===== src/rtl/wb_hb_mailbox_pkg.sv =====
// Shared constants for the Wishbone host-bus mailbox: register offsets,
// STATUS bit positions and the bus-handshake state encoding.
package wb_hb_mailbox_pkg;

    // Register offsets within the 8-word window
    localparam logic [2:0] REG_SCRATCH   = 3'd0;
    localparam logic [2:0] REG_STATUS    = 3'd1;
    localparam logic [2:0] REG_H2F_DATA  = 3'd2;
    localparam logic [2:0] REG_F2H_DATA  = 3'd3;
    localparam logic [2:0] REG_H2F_COUNT = 3'd4;
    localparam logic [2:0] REG_F2H_COUNT = 3'd5;

    // STATUS bit positions
    localparam int STAT_H2F_FULL  = 0;
    localparam int STAT_H2F_EMPTY = 1;
    localparam int STAT_F2H_FULL  = 2;
    localparam int STAT_F2H_EMPTY = 3;
    localparam int STAT_H2F_OVF   = 4;
    localparam int STAT_F2H_UNF   = 5;

    // Bus handshake state
    typedef enum logic {
        S_IDLE = 1'b0,
        S_ACK  = 1'b1
    } bus_state_t;

endpackage


===== src/rtl/wb_hb_mailbox_if.sv =====
// Wishbone classic bus bundle between the host-bus wrapper (master) and the
// mailbox (slave).
interface wb_hb_mailbox_if #(
    parameter int DATA_WIDTH = 16,
    parameter int ADDR_WIDTH = 16
);
    logic                  wb_cycle;
    logic                  wb_strobe;
    logic                  wb_write;
    logic [ADDR_WIDTH-1:0] wb_addr;
    logic [DATA_WIDTH-1:0] wb_wrData;
    logic [DATA_WIDTH-1:0] wb_rdData;
    logic                  wb_ack;

    modport master (
        output wb_cycle, wb_strobe, wb_write, wb_addr, wb_wrData,
        input  wb_rdData, wb_ack
    );

    modport slave (
        input  wb_cycle, wb_strobe, wb_write, wb_addr, wb_wrData,
        output wb_rdData, wb_ack
    );
endinterface


===== src/rtl/wb_hb_mailbox_fifo.sv =====
// Single-clock FIFO with show-ahead head word and saturating occupancy count.
// A pop on a full FIFO frees the slot the same edge, so a simultaneous push
// is accepted; a pop on an empty FIFO is ignored.
module hb_sync_fifo #(
    parameter int DATA_WIDTH = 16,
    parameter int DEPTH      = 16
) (
    input  logic                       clk,
    input  logic                       rst,
    input  logic                       push,
    input  logic [DATA_WIDTH-1:0]      din,
    input  logic                       pop,
    output logic [DATA_WIDTH-1:0]      dout,
    output logic [$clog2(DEPTH):0]     count,
    output logic                       full,
    output logic                       empty
);
    localparam int PW = $clog2(DEPTH);
    localparam int CW = PW + 1;

    logic [DATA_WIDTH-1:0] mem [DEPTH];
    logic [PW-1:0]         wr_ptr_reg;
    logic [PW-1:0]         rd_ptr_reg;
    logic [CW-1:0]         count_reg;
    logic                  push_eff;
    logic                  pop_eff;

    assign full     = (count_reg == CW'(DEPTH));
    assign empty    = (count_reg == '0);
    assign pop_eff  = pop & ~empty;
    assign push_eff = push & (~full | pop_eff);
    assign dout     = mem[rd_ptr_reg];
    assign count    = count_reg;

    // Storage array; contents need no reset since count gates validity
    always_ff @(posedge clk) begin
        if (push_eff) begin
            mem[wr_ptr_reg] <= din;
        end
    end

    // Pointers wrap naturally modulo DEPTH; count tracks net push/pop
    always_ff @(posedge clk or negedge rst) begin
        if (!rst) begin
            wr_ptr_reg <= '0;
            rd_ptr_reg <= '0;
            count_reg  <= '0;
        end else begin
            if (push_eff) wr_ptr_reg <= wr_ptr_reg + 1'b1;
            if (pop_eff)  rd_ptr_reg <= rd_ptr_reg + 1'b1;
            case ({push_eff, pop_eff})
                2'b10:   count_reg <= count_reg + 1'b1;
                2'b01:   count_reg <= count_reg - 1'b1;
                default: count_reg <= count_reg;
            endcase
        end
    end
endmodule


===== src/rtl/wb_hb_mailbox.sv =====
// Wishbone classic slave exposing a scratch register, status and two
// mailbox FIFOs (host-to-fabric and fabric-to-host). Each strobe assertion
// commits exactly one side effect on the edge it is first sampled.
module wb_hb_mailbox
    import wb_hb_mailbox_pkg::*;
#(
    parameter int                    DATA_WIDTH = 16,
    parameter int                    ADDR_WIDTH = 16,
    parameter logic [ADDR_WIDTH-1:0] BASE_ADDR  = '0,
    parameter int                    FIFO_DEPTH = 16
) (
    input  logic                  clk,
    input  logic                  rst,
    wb_hb_mailbox_if.slave        bus,
    output logic [DATA_WIDTH-1:0] h2f_data,
    output logic                  h2f_valid,
    input  logic                  h2f_pop,
    input  logic [DATA_WIDTH-1:0] f2h_data,
    input  logic                  f2h_push,
    output logic                  f2h_full,
    output logic                  irq
);
    localparam int CW = $clog2(FIFO_DEPTH) + 1;

    bus_state_t            state_reg;
    bus_state_t            state_next;
    logic                  hit;
    logic                  commit;
    logic [2:0]            reg_offset;

    logic [DATA_WIDTH-1:0] rd_data_reg;
    logic [DATA_WIDTH-1:0] rd_data_next;
    logic [DATA_WIDTH-1:0] scratch_reg;
    logic                  ovf_reg;
    logic                  unf_reg;
    logic [DATA_WIDTH-1:0] status_word;

    logic                  scratch_we;
    logic                  status_we;
    logic                  host_h2f_push;
    logic                  host_f2h_pop;
    logic                  ovf_set;
    logic                  unf_set;

    logic [CW-1:0]         h2f_count;
    logic                  h2f_full;
    logic                  h2f_empty;
    logic [DATA_WIDTH-1:0] f2h_dout;
    logic [CW-1:0]         f2h_count;
    logic                  f2h_empty;

    assign reg_offset = bus.wb_addr[2:0];
    assign hit = bus.wb_cycle & bus.wb_strobe &
                 (bus.wb_addr[ADDR_WIDTH-1:3] == BASE_ADDR[ADDR_WIDTH-1:3]);

    // Handshake state register; async reset drops ack immediately
    always_ff @(posedge clk or negedge rst) begin
        if (!rst) state_reg <= S_IDLE;
        else      state_reg <= state_next;
    end

    // Next state: accept a hit in IDLE, hold ACK until strobe/cycle drop
    always_comb begin
        state_next = state_reg;
        case (state_reg)
            S_IDLE:  if (hit) state_next = S_ACK;
            S_ACK:   if (!bus.wb_cycle || !bus.wb_strobe) state_next = S_IDLE;
            default: state_next = S_IDLE;
        endcase
    end

    // Outputs: ack follows state; commit strobes only on the accepting edge
    always_comb begin
        bus.wb_ack    = (state_reg == S_ACK);
        commit        = (state_reg == S_IDLE) & hit;
        scratch_we    = commit &  bus.wb_write & (reg_offset == REG_SCRATCH);
        status_we     = commit &  bus.wb_write & (reg_offset == REG_STATUS);
        host_h2f_push = commit &  bus.wb_write & (reg_offset == REG_H2F_DATA);
        host_f2h_pop  = commit & ~bus.wb_write & (reg_offset == REG_F2H_DATA);
    end

    // Overflow only when the push really is dropped (a same-edge user pop
    // makes room); underflow whenever the host pops an empty F2H
    assign ovf_set = host_h2f_push & h2f_full & ~h2f_pop;
    assign unf_set = host_f2h_pop & f2h_empty;

    // STATUS word assembly
    always_comb begin
        status_word                 = '0;
        status_word[STAT_H2F_FULL]  = h2f_full;
        status_word[STAT_H2F_EMPTY] = h2f_empty;
        status_word[STAT_F2H_FULL]  = f2h_full;
        status_word[STAT_F2H_EMPTY] = f2h_empty;
        status_word[STAT_H2F_OVF]   = ovf_reg;
        status_word[STAT_F2H_UNF]   = unf_reg;
    end

    // Read mux on pre-commit state; writes return zero
    always_comb begin
        rd_data_next = '0;
        if (!bus.wb_write) begin
            case (reg_offset)
                REG_SCRATCH:   rd_data_next = scratch_reg;
                REG_STATUS:    rd_data_next = status_word;
                REG_F2H_DATA:  rd_data_next = f2h_empty ? '0 : f2h_dout;
                REG_H2F_COUNT: rd_data_next = DATA_WIDTH'(h2f_count);
                REG_F2H_COUNT: rd_data_next = DATA_WIDTH'(f2h_count);
                default:       rd_data_next = '0;
            endcase
        end
    end

    // Registered read data and host-visible registers; sticky set beats W1C
    always_ff @(posedge clk or negedge rst) begin
        if (!rst) begin
            rd_data_reg <= '0;
            scratch_reg <= '0;
            ovf_reg     <= 1'b0;
            unf_reg     <= 1'b0;
        end else begin
            if (commit)     rd_data_reg <= rd_data_next;
            if (scratch_we) scratch_reg <= bus.wb_wrData;
            ovf_reg <= ovf_set | (ovf_reg & ~(status_we & bus.wb_wrData[STAT_H2F_OVF]));
            unf_reg <= unf_set | (unf_reg & ~(status_we & bus.wb_wrData[STAT_F2H_UNF]));
        end
    end

    assign bus.wb_rdData = rd_data_reg;

    hb_sync_fifo #(
        .DATA_WIDTH (DATA_WIDTH),
        .DEPTH      (FIFO_DEPTH)
    ) u_h2f (
        .clk   (clk),
        .rst   (rst),
        .push  (host_h2f_push),
        .din   (bus.wb_wrData),
        .pop   (h2f_pop),
        .dout  (h2f_data),
        .count (h2f_count),
        .full  (h2f_full),
        .empty (h2f_empty)
    );

    hb_sync_fifo #(
        .DATA_WIDTH (DATA_WIDTH),
        .DEPTH      (FIFO_DEPTH)
    ) u_f2h (
        .clk   (clk),
        .rst   (rst),
        .push  (f2h_push),
        .din   (f2h_data),
        .pop   (host_f2h_pop),
        .dout  (f2h_dout),
        .count (f2h_count),
        .full  (f2h_full),
        .empty (f2h_empty)
    );

    assign h2f_valid = ~h2f_empty;
    assign irq       = ~h2f_empty | ovf_reg | unf_reg;

endmodule


===== src/flat_wrapper.sv =====
// flat-port wrapper written by rule: the top's interface ports become plain ports
module wb_hb_mailbox_flat import wb_hb_mailbox_pkg::*;
#(
    parameter int                    DATA_WIDTH = 16,
    parameter int                    ADDR_WIDTH = 16,
    parameter logic [ADDR_WIDTH-1:0] BASE_ADDR  = '0,
    parameter int                    FIFO_DEPTH = 16
)
  (clk, rst, h2f_data, h2f_valid, h2f_pop, f2h_data, f2h_push, f2h_full, irq, bus_wb_cycle, bus_wb_strobe, bus_wb_write, bus_wb_addr, bus_wb_wrData, bus_wb_rdData, bus_wb_ack);
  wb_hb_mailbox_if #(.DATA_WIDTH(DATA_WIDTH), .ADDR_WIDTH(ADDR_WIDTH)) bus_i ();
  input  logic clk;
  input  logic rst;
  output logic [DATA_WIDTH-1:0] h2f_data;
  output logic h2f_valid;
  input  logic h2f_pop;
  input  logic [DATA_WIDTH-1:0] f2h_data;
  input  logic f2h_push;
  output logic f2h_full;
  output logic irq;
  input wire logic [$bits(bus_i.wb_cycle)-1:0] bus_wb_cycle;
  input wire logic [$bits(bus_i.wb_strobe)-1:0] bus_wb_strobe;
  input wire logic [$bits(bus_i.wb_write)-1:0] bus_wb_write;
  input wire logic [$bits(bus_i.wb_addr)-1:0] bus_wb_addr;
  input wire logic [$bits(bus_i.wb_wrData)-1:0] bus_wb_wrData;
  output wire logic [$bits(bus_i.wb_rdData)-1:0] bus_wb_rdData;
  output wire logic [$bits(bus_i.wb_ack)-1:0] bus_wb_ack;
  assign bus_i.wb_cycle = bus_wb_cycle;
  assign bus_i.wb_strobe = bus_wb_strobe;
  assign bus_i.wb_write = bus_wb_write;
  assign bus_i.wb_addr = bus_wb_addr;
  assign bus_i.wb_wrData = bus_wb_wrData;
  assign bus_wb_rdData = bus_i.wb_rdData;
  assign bus_wb_ack = bus_i.wb_ack;
  wb_hb_mailbox #(.DATA_WIDTH(DATA_WIDTH), .ADDR_WIDTH(ADDR_WIDTH), .BASE_ADDR(BASE_ADDR), .FIFO_DEPTH(FIFO_DEPTH)) u_core (.clk(clk), .rst(rst), .bus(bus_i), .h2f_data(h2f_data), .h2f_valid(h2f_valid), .h2f_pop(h2f_pop), .f2h_data(f2h_data), .f2h_push(f2h_push), .f2h_full(f2h_full), .irq(irq));
endmodule

===== config.mk =====
export PLATFORM = sky130hd
export DESIGN_NAME = wb_hb_mailbox_flat
export DESIGN_NICKNAME = d
export VERILOG_FILES = /design/src/rtl/wb_hb_mailbox_pkg.sv /design/src/rtl/wb_hb_mailbox_if.sv /design/src/rtl/wb_hb_mailbox_fifo.sv /design/src/rtl/wb_hb_mailbox.sv /design/src/flat_wrapper.sv
export SDC_FILE = /design/constraint.sdc
export NUM_CORES = 1
export LEC_CHECK = 0
export ABC_AREA = 1
export CORE_MARGIN = 1
export CORE_UTILIZATION = 45
export DETAILED_ROUTE_END_ITERATION = 7
export SYNTH_ARGS = -nofsm -noshare
export SYNTH_HDL_FRONTEND = slang
export SYNTH_SLANG_ARGS = --single-unit

===== constraint.sdc =====
create_clock -name clk -period 7.1 [get_ports clk]
set_input_delay 2.13 -clock clk [delete_from_list [all_inputs] [get_ports clk]]
set_output_delay 2.13 -clock clk [all_outputs]
set_load 0.03 [all_outputs]

==> qor.csv <==
metric,value,unit
seqPwrFrac,44.3,%
area_growth,16.0,%
synth.distinct_cells,38,
synth-edff-count,512,
post-route-drc-count,0,
swShare,30.0,%
power.leakage,9.85,nW
die_area,53200,um^2
diodes,0,
fillers,4394,
port_buffers,90,
drive_above_1_share,10.4,%
multi_input_comb_area,6090,um^2
period_minus_slack,5980,ps
seq_area_frac_synth,71.8,%
yosys_warnings,0,
cts_root_buf,clkbuf_16,
cts_sinks,573,
hold_violations,0,
postCtsSetupBuffers,0,
fp.dieW,231,um
status,finished clean,
arrival,3850,ps
power_switching,2.76,mW
drtAntennaViolNets,0,
clk_pin_slew_worst_paths,60,ps
final.setup.tns,0,ps
fin_area,27300,um^2
grt_max_degree,107,
maxSlewViolCount,0,
reg_top3,"u_core.u_f2h.mem: 256 flops, u_core.u_h2f.mem: 256 flops",
regArea,16900,um^2
finalSetupViolations,0,
syn_area,23500,um^2
setup.worst_path.end_class,output pin,
die_h,231,um
p_total,9.19,mW
whs,479,ps
clockBufferDepth,3,
nets,2025,
async_flop_share,10.6,%
grt_setup_unrepaired,no,
row_count,83,
antenna_found_initial,3,
dpl_cell_area,25300,um^2
numCtsBuffers,58,
peakVddDrop,266,uV
insertion_delay,620,ps
layoutNonFillerInstCount,2679,
cp_max_fo,75,
clkPwrFrac,34.8,%
routed_wl,60900,um
final.setup_skew,27.9,ps
synth_area_per_cell,12.7,um^2
pwr-share-comb,20.9,%
syn-num-nets,1932,
synthesis.instances,1859,
power_density,337,nW/um^2
synth-seq-cells,573,
grt_pass1_wl,91200,um
initial_utilization,45.7,%
grt.total_usage,22.9,%
vias,15100,
coreArea,51500,um^2
wl_per_cell,22.7,um
cts_max_level,2,
cts_tree,built,
dp.final_hpwl,36500,um
io_pins,91,
critPathLaunchType,flip-flop,
hp-class,reg2reg,
postCtsResizedCells,0,
internal_power,6.43,mW
fmax,167,MHz
slew_headroom,17.7,%
critPathRequiredTime,4970,ps
critPathKind,reg2out,
vias_per_cell,5.62,
ctsHoldBuffers,0,
first_iter_violations,1565,
first_pass_iters,7,
grt_pass1_vias,14500,
max_cap_violations,0,
globalplace.congestion,0.841,
overflow,0,
timing.final.crit_share,84.3,%
dp_cells,2572,
tightestPinTransition,1230,ps
synth_top_flop_cell,edfxtp_1,
power groups by stage:
stage          clock (mW)  sequential (mW)  combinational, mW
2_1_floorplan           0             3.99               1.34
3_3_place_gp            0             4.13               1.90
3_5_place_dp            0             4.14               1.92
4_1_cts              3.24             4.07               1.93
5_1_grt              3.36             4.10               2.09
6_report             3.20             4.07               1.92
per-layer routing:
metal / global-route usage (%) / vias to the layer above / share of wire, %
met1: 33.8 / 7470 / 44
met4: 5.61 / 2 / 1.9
met2: 34.9 / 572 / 45
li1: - / 6920 / -
met5: 0 / - / 0.011
met3: 4.61 / 87 / 8.4
synth_stat cells (4+ instances only):
cell type  count  area, um^2
buf_1          6        22.5
dfrtp_1       61        1530
mux2i_1       52         521
nor2_1       367        1380
o21ai_0      193         966
inv_1         47         176
nand2_4        4        45.0
nand3_1      117         586
o21ai_1       17        85.1
nand4_1        7        43.8
ha_1          16         200
mux2_4         6        90.1
o211ai_1      28         210
xor2_1        14         123
nor3_1        20         100
buf_2         32         160
o32ai_1       12         105
o221ai_1      53         464
a21oi_1        5        25.0
mux2_2         8        90.1
edfxtp_1     512       15400
nand2_1      187         702
buf_6          4        45.0
clkbuf_1      60         225
through the flow:
step	worst slack [ps]	util [%]
3_3_place_gp	1750	49.1
3_5_place_dp	1740	49.1
5_1_grt	834	53.0
2_1_floorplan	2570	-
6_report	1120	53.0
4_1_cts	1070	53.0
worst max-delay path, cell delays in order (launching register included):
cell and delay (ps):
dfrtp_4 910, buf_4 840, o21ai_0 210, o221ai_1 240, o211ai_1 120, nand2_1 170
clkdlybuf4s50_1 710
cells in the final DEF, fill, tap and decap left out, types with 12 or more instances in the layout:
master,netlist,routed
nor3_2,0,16
inv_1,47,47
o21ai_0,193,193
mux2i_1,52,52
o211ai_1,28,28
clkdlybuf4s50_1,0,89
o221ai_1,53,53
clkinv_2,0,13
buf_4,3,48
nand3_1,117,117
dfrtp_1,61,57
nand2_1,187,187
o21ai_1,17,17
ha_1,16,16
edfxtp_1,512,512
nor2_1,367,351
o32ai_1,12,12
clkbuf_16,0,58
xor2_1,14,14
nor2_2,0,16
cell families after synthesis:
family / synth area share, %
compound gates: 8.13
xor+xnor: 0.595
fa+ha+maj: 1.02
buf+inv: 2.85
flops: 71.8
mux: 2.98
simple gates: 12.6
final timing paths:
kind,startpoint,end,slack (ps),cells after the start
max in group asynchronous,rst,u_core.u_f2h.rd_ptr_reg[0],4790,2
worst max-delay path,u_core.u_h2f.rd_ptr_reg[0],h2f_data[7],1120,6
worst max register to register,u_core.u_f2h.rd_ptr_reg[0],u_core.bus.wb_rdData[9],3820,13
worst min-delay path,u_core.u_f2h.count[4],u_core.u_f2h.count[4],480,2
worst min register to register,u_core.u_f2h.count[4],u_core.u_f2h.count[4],480,2
min in group asynchronous,rst,u_core.u_h2f.rd_ptr_reg[3],1690,2
cell type report:
cell class	count	share of cell area, %
Timing Repair Buffer	138	4.60
Sequential cell	573	61.9
Multi-Input combinational cell	1129	22.3
Inverter	52	0.715
Tap cell	680	3.12
Clock inverter	33	1.62
Clock buffer	74	5.72
Note: power is estimated with default switching activity, not from simulation.
